## src/rtl/pulse_stretch.sv

```systemverilog
// Per-channel event-to-blink stretcher: each input rising edge yields a 2^T-cycle on pulse and a 2^G-cycle gap.
// Latency: Output rises after the edge that first samples the event; one queued blink per channel, extras pulse Dropped.
module pulse_stretch #(
  parameter int N = 1,
  parameter int T = 20,
  parameter int G = 20
) (
  input  logic         Clk,
  input  logic         Reset,
  input  logic [N-1:0] Input,
  output logic [N-1:0] Output,
  output logic [N-1:0] Busy,
  output logic [N-1:0] Dropped
);

  localparam int CW = (T > G) ? T : G;
  localparam logic [CW-1:0] ON_LAST  = CW'({T{1'b1}});
  localparam logic [CW-1:0] GAP_LAST = CW'({G{1'b1}});

  typedef enum logic [1:0] {
    ST_IDLE = 2'd0,
    ST_ON   = 2'd1,
    ST_GAP  = 2'd2
  } state_t;

  logic [N-1:0] in_prev;

  // Reset to all ones so a line already high at release is not an event.
  always_ff @(posedge Clk or posedge Reset) begin
    if (Reset) in_prev <= '1;
    else       in_prev <= Input;
  end

  for (genvar i = 0; i < N; i++) begin : g_ch
    state_t          state_q, state_d;
    logic [CW-1:0]   cnt_q, cnt_d;
    logic            pend_q, pend_d;
    logic            drop_d;
    logic            evt;
    logic            out_q, busy_q, drop_q;

    assign evt = Input[i] & ~in_prev[i];

    always_comb begin
      state_d = state_q;
      cnt_d   = cnt_q;
      pend_d  = pend_q;
      drop_d  = 1'b0;
      case (state_q)
        ST_IDLE: begin
          cnt_d = '0;
          if (evt) state_d = ST_ON;
        end
        ST_ON: begin
          cnt_d = cnt_q + 1'b1;
          if (cnt_q == ON_LAST) begin
            state_d = ST_GAP;
            cnt_d   = '0;
          end
          if (evt) begin
            if (pend_q) drop_d = 1'b1;
            else        pend_d = 1'b1;
          end
        end
        ST_GAP: begin
          cnt_d = cnt_q + 1'b1;
          if (cnt_q == GAP_LAST) begin
            cnt_d = '0;
            // A fresh event on the exit edge replaces the pending one being consumed.
            if (pend_q) begin
              state_d = ST_ON;
              pend_d  = evt;
            end else if (evt) begin
              state_d = ST_ON;
            end else begin
              state_d = ST_IDLE;
            end
          end else if (evt) begin
            if (pend_q) drop_d = 1'b1;
            else        pend_d = 1'b1;
          end
        end
        default: begin
          state_d = ST_IDLE;
          cnt_d   = '0;
          pend_d  = 1'b0;
        end
      endcase
    end

    always_ff @(posedge Clk or posedge Reset) begin
      if (Reset) begin
        state_q <= ST_IDLE;
        cnt_q   <= '0;
        pend_q  <= 1'b0;
        out_q   <= 1'b0;
        busy_q  <= 1'b0;
        drop_q  <= 1'b0;
      end else begin
        state_q <= state_d;
        cnt_q   <= cnt_d;
        pend_q  <= pend_d;
        out_q   <= (state_d == ST_ON);
        busy_q  <= (state_d != ST_IDLE) | pend_d;
        drop_q  <= drop_d;
      end
    end

    assign Output[i]  = out_q;
    assign Busy[i]    = busy_q;
    assign Dropped[i] = drop_q;
  end

endmodule

```

## config.mk

```make
export PLATFORM = sky130hd
export DESIGN_NAME = pulse_stretch
export DESIGN_NICKNAME = d
export VERILOG_FILES = /design/src/rtl/pulse_stretch.sv
export SDC_FILE = /design/constraint.sdc
export NUM_CORES = 1
export LEC_CHECK = 0
export BUFFER_PORTS_ARGS = -buffer_cell sky130_fd_sc_hd__buf_2
export CORE_MARGIN = 2
export CORE_UTILIZATION = 55
export CTS_CLUSTER_SIZE = 14
export DETAILED_ROUTE_END_ITERATION = 10
export PLACE_DENSITY = 0.79
export SETUP_SLACK_MARGIN = 0.2
export SYNTH_ARGS = -nofsm -noshare
export SYNTH_HDL_FRONTEND = slang
export SYNTH_SLANG_ARGS = --single-unit
export TNS_END_PERCENT = 30
```

## constraint.sdc

```tcl
create_clock -name Clk -period 2.4 [get_ports Clk]
set_input_delay 0.24 -clock Clk [delete_from_list [all_inputs] [get_ports Clk]]
set_output_delay 0.24 -clock Clk [all_outputs]
set_load 0.02 [all_outputs]
```

==> metrics.md, run 1 <==
| Metric | Value |
|---|---|
| Number of fill cells | `203` |
| Library cells used by synthesis | `34` |
| # diodes | `0` |
| Input/output buffers | `5` |
| Cts repair resizes | `0` |
| Largest net degree at the start of global routing | `28` |
| Post-synthesis async set-or-reset flop share | `100%` |
| Ys flop type | `dfrtp_1` |
| Hold Buf Count CTS | `1` |
| Full die area | `just under 0.003 mm^2` |
| Routed WL | `2470 um` |
| Gr usage total | `19.8%` |
| Pleak | `0.000642 uW` |
| Nets | `approximately 160` |
| Clk slew on worst S/H paths | `150 ps` |
| Total number of vias | `994` |
| Rel. slew slack | `57.2%` |
| DP Wirelength | `1760 um` |
| FMAX | `roughly 500 MHz` |
| CTS tree | `yes` |
| Fin Setup TNS | `0 ps` |
| Commonest non-fill, non-tap cells in the layout | `dfrtp_1 (26), nor2_1 (21), nand3_1 (11), xnor2_1 (11), nand2_1 (7)` |
| Rows | `18` |
| Synth top area share | `47.0%` |
| Worst ir drop on vdd | `between 0.0005 and 0.0006 V` |
| Number of synthesized flops with an enable pin | `0` |
| Die Wd | `roughly 54 um` |
| Routed len/inst | `13.9 um` |
| Number of global-route vias before repair | `925` |
| Net count after synthesis | `144` |
| Status | `finished, final reports clean` |
| Number of synthesized register bits | `27` |
| Multi-input logic area | `around 680 um^2` |
| Slew of the pin with the lowest slew margin | `633 ps` |
| Crit share post-route | `84.3%` |
| Mapped cell area | `about 0.0014 mm^2` |
| RSZ-0062 raised after global routing | `false` |
| Skew-Pair Late Insertion Delay | `320 ps` |
| Yosys synthesis warning count | `0` |
| Initial DRC Count | `11` |
| Clock skew | `14.8 ps` |
| Initial antenna violation count | `0` |
| Area contributors post-synth | `dfrtp_1 (47%), xnor2_1 (7.0%), nor2_1 (5.7%)` |
| First-pass GRT wire length | `4160 um` |
| Worst Path Arrival | `2190 ps` |
| Root buffer cell | `clkbuf_4` |
| Min Tclk post-route | `2020 ps` |
| GP Congestion | `0.779` |
| Placed insts | `roughly 170` |
| Hold crit path type | `in2async` |
| Max FO, Critical Path | `6` |
| Cell count after synthesis | `~140` |
| Final hold vios | `0` |
| Synth area leader | `dfrtp_1` |
| Maximum clock insertion buffer count | `2` |
| Share of layout cells above drive strength 1 | `12.2%` |
| Routed Antenna Nets | `0` |
| Sequential share of the synthesized area | `48.9%` |
| Non-filler instance count after layout | `177` |
| Max Slew Vio Count | `0` |
| Die Height | `between 50 and 60 um` |
| Area grow syn2layout | `7.96%` |
| Worst Setup Start Kind | `register` |
| Power per cell area | `677 mW/mm^2` |
| Starting Density | `56.9%` |
| Crit end category | `register` |
| I/O pin count | `6` |
| Htree depth | `1` |
| Core area | `about 0.0024 mm^2` |
| Crit Path Category | `reg2reg` |
| Router iterations before antenna repair | `4` |
| Register area | `677 um^2` |
| DRC | `0` |
| Num CTS Buffers | `3` |
| Commonest non-fill, non-tap cell in the layout | `dfrtp_1` |
| Max cap viols | `0` |
| Vias per cell | `5.62` |
| CTS sink count | `27` |
| Post-CTS setup buffers | `0` |
| Avg Cell Area, Syn | `10.2 um^2` |
| Setup Viol. Count Final | `0` |
| Grt ovf | `0` |
| Critical Path RT | `~2600 ps` |
cells in the mapped netlist (2+ instances only):
cell type and instances:
dfrtp_1 26, nor2_1 21, nand3_1 11, xnor2_1 11, nand2_1 7, inv_1 6
ha_1 5, nand4_1 5, nor3_1 5, xor2_1 5, a21oi_1 4, and2_1 3
and3_1 3, o21ai_0 3, nor2b_1 2
registers in the layout, indices dropped and copies added (netlist names):
signal and cells:
in_prev 1, Output 1, g_ch.cnt_q 20, g_ch.pend_q 1, Dropped 1, Busy 1, g_ch.state_q 2
through the flow:
step	hold WS [ps]	total power (uW)	cell area, um^2	utilization [%]	setup slack (ps)
after floorplan	244	755	1380	-	634
after global placement	307	807	1450	59.5	535
after detailed placement	309	824	1450	59.5	451
after CTS	9.02	1020	1480	61.0	393
after global routing	540	1080	1490	61.4	264
final	485	1010	1490	61.4	377
cells by family after synthesis:
logic type | count (synthesis) | synth area share, %
AO/OA/AOI/OAI | 18 | 10.3
XOR/XNOR | 16 | 10.1
adder cells (fa/ha/maj) | 5 | 4.52
buffers and inverters | 7 | 2.17
flip-flops | 27 | 48.9
AND/OR/NAND/NOR | 63 | 24.0
critical path, cell delays in order (launching register included):
cell,delay (ps)
dfrtp_1,450
ha_1,270
nand4_1,160
nor4_4,80
and2_1,170
o41ai_1,530
a41oi_1,200
cell type report:
| cell class | count | area share [%] |
|---|---|---|
| flip-flops and latches | 27 | 45.3 |
| clock buffers | 3 | 1.51 |
| clock inverters | 1 | 0.335 |
| well taps | 30 | 2.51 |
| repair buffers | 8 | 3.52 |
| inverters | 6 | 1.51 |
| multi-input cells | 102 | 45.3 |
path summary, 6_finish.rpt:
kind	start	end	slack, ps	depth (start not counted)
setup / recovery	g_ch[0].cnt_q[0]$_DFF_PP0_	Busy$_DFF_PP0_	380	6
hold / removal	Reset	g_ch[0].state_q[1]$_DFF_PP0_	480	4
setup reg to reg	g_ch[0].cnt_q[0]$_DFF_PP0_	Busy$_DFF_PP0_	380	6
hold reg to reg	g_ch[0].cnt_q[0]$_DFF_PP0_	g_ch[0].cnt_q[0]$_DFF_PP0_	530	1
max in group asynchronous	Reset	in_prev$_DFF_PP1_	1590	4
min in group Clk	g_ch[0].cnt_q[0]$_DFF_PP0_	g_ch[0].cnt_q[0]$_DFF_PP0_	530	1
per-layer routing:
| layer | track usage, % | up-vias | share of wire, % | wire length [um] |
|---|---|---|---|---|
| met5 | 0 | - | 0 | 0 |
| met4 | 6.25 | 0 | 0.49 | 12 |
| met3 | 3.33 | 2 | 2.2 | 54 |
| met2 | 30.3 | 8 | 47 | 1150 |
| met1 | 28.6 | 485 | 51 | 1250 |
| li1 | - | 499 | - | - |
where the power goes:
| part | switching (uW) | leakage [uW] | internal (uW) |
|---|---|---|---|
| logic | 174 | 0.000260 | 98.4 |
| registers | 40.0 | 0.000365 | 505 |
| clock network | 132 | 0.0000177 | 62.4 |
(Power assumes the default switching activity.)
==> run 2, diff against run 1 <==
clock period = 2.05 ns   (was 2.4 ns; I/O delays follow)
==> metrics.md, run 2 (synthesized netlist as in run 1, its figures left out) <==
| Metric | Value |
|---|---|
| Status | `finished, final reports clean` |
| FMAX | `565 MHz` |
| Pleak | `0.000695 uW` |
| DP Area | `0.00145 mm^2` |
| Clock skew | `approximately 3.4 ps` |
| GP Congestion | `0.804` |
| CTS tree | `yes` |
| Final hold vios | `0` |
| Vias per cell | `5.57` |
| Grt peak-use layer | `met2` |
| Gr usage total | `between 20 and 25%` |
| Share of layout cells above drive strength 1 | `between 20% and 30%` |
| Core area | `0.00243 mm^2` |
| # diodes | `0` |
| Seq pwr share | `50.2%` |
| Final Power | `1270 uW` |
| Rows | `18` |
| Combinational power share | `31.6%` |
| DRC | `0` |
| Die Wd | `54.2 um` |
| Crit share post-route | `86.4%` |
| Power per cell area | `794 mW/mm^2` |
| Psw | `439 uW` |
| Switching part of the total | `34.6%` |
| Crit end category | `register` |
| Routed WL | `~2800 um` |
| DP Wirelength | `1850 um` |
| Commonest non-fill, non-tap cells in the layout | `dfrtp_1 (23), nor2_1 (21), nand3_1 (11), xnor2_1 (11), buf_4 (9)` |
| Max cap viols | `0` |
| Max FO, Critical Path | `6` |
| Non-filler instance count after layout | `185` |
| Met3 Use GR | `3.33%` |
| Worst Setup Start Kind | `register` |
| Skew-Pair Late Insertion Delay | `320 ps` |
| Hold crit path type | `in2async` |
| Clk slew on worst S/H paths | `150 ps` |
| Initial antenna violation count | `0` |
| Placed insts | `171` |
| Routed Antenna Nets | `0` |
| Biggest regs | `g_ch.cnt_q: 20 flops, g_ch.state_q: 2 flops` |
| Max reg flops | `20` |
| Worst setup startpoint | `g_ch[0].cnt_q[0]$_DFF_PP0_` |
| Initial DRC Count | `8` |
| Root buffer cell | `clkbuf_4` |
| Htree depth | `1` |
| Full die area | `0.00293 mm^2` |
| Final core utilization | `around two thirds` |
| Crit path max-delay cell type | `dfrtp_1` |
| Max Slew Vio Count | `0` |
| Total number of vias | `1030` |
| Worst ir drop on vdd | `0.000587 V` |
| Worst Path Arrival | `1960 ps` |
| Crit Path Category | `reg2reg` |
| Slew of the pin with the lowest slew margin | `approximately 410 ps` |
| Num CTS Buffers | `3` |
| Setup Viol. Count Final | `0` |
| Input/output buffers | `5` |
| Fin Setup TNS | `0 ps` |
| Int Pwr | `831 uW` |
| Starting Density | `56.9%` |
| Rel. slew slack | `72.2%` |
| CP peak stage delay | `430 ps` |
| Routed len/inst | `roughly 15 um` |
| Grt met2 use | `35.5%` |
| First-pass GRT wire length | `4380 um` |
| Grt ovf | `0` |
| Area grow syn2layout | `15.6%` |
| Met1 Use GR | `26.5%` |
| RSZ-0062 raised after global routing | `false` |
| Commonest non-fill, non-tap cell in the layout | `dfrtp_1` |
| Critical Path RT | `2240 ps` |
| I/O pin count | `6` |
| Min Tclk post-route | `1770 ps` |
| Router iterations before antenna repair | `4` |
| Worst r2r src | `g_ch[0].cnt_q[0]$_DFF_PP0_` |
| CP cell instances | `ha_4, nand4_1, nor4_4, and2_4, o211a_1, a41oi_1` |
| Number of global-route vias before repair | `1045` |
| Nets | `164` |
| Maximum clock insertion buffer count | `2` |
| Largest net degree at the start of global routing | `18` |
| Largest reg by FF count | `g_ch.cnt_q` |
| Clock group share of total power | `18.2%` |
| Die Height | `54.2 um` |
| Finished Cell Area | `0.00160 mm^2` |
| CTS sink count | `27` |
run 2: per-layer routing:
layer  vias to the layer above  part of all wire (%)
met5                         -                     0
met3                         6                   2.1
met2                        10                    49
li1                        516                     -
met1                       498                    47
met4                         0                   1.8
run 2: through the flow:
stage,setup WS (ps),hold slack (ps)
after global placement,177,199
final,279,387
after floorplan,284,209
after detailed placement,107,211
after CTS,192,401
after global routing,163,462
run 2: power groups by stage:
stage / Combinational (uW) / Sequential (uW) / Clock (uW)
after floorplan: 219 / 665 / 0
after global placement: 305 / 640 / 0
after CTS: 362 / 630 / 234
after global routing: 442 / 645 / 255
after detailed placement: 313 / 648 / 0
final: 401 / 638 / 231
run 2: final timing paths:
kind                                                     end  slack (ps)  depth (start not counted)
worst min register to register    g_ch[0].cnt_q[4]$_DFF_PP0_         590                          2
min in group Clk                           in_prev$_DFF_PP1_         550                          2
worst min-delay path            g_ch[0].state_q[0]$_DFF_PP0_         390                          3
worst max register to register                Busy$_DFF_PP0_         280                          6
worst max-delay path                          Busy$_DFF_PP0_         280                          6
max in group asynchronous        g_ch[0].cnt_q[11]$_DFF_PP0_        1080                          4
run 2: timing repair:
action	4_1_cts	5_1_grt
pin swaps	1	3
gates resized for setup	4	8
setup endpoints to repair	19	11
hold endpoints to repair	10	0
gates cloned	0	0
hold buffers	2	0
setup buffers	4	4
run 2: critical path: cells and delay by family (launching register included):
| kind | cells | cell delay [ps] |
|---|---|---|
| and+or+nand+nor | 3 | 720 |
| adders and majority gates | 1 | 180 |
| DFF | 1 | 430 |
| AOI/OAI and AO/OA | 2 | 310 |
run 2: final cells by class:
type,count,area (um^2)
fill,202,833
multi-input combinational,102,718
sequential,27,681
timing repair buffer,16,113
tap,30,37.5
clock buffer,3,22.5
inverter,6,22.5
clock inverter,1,5.00
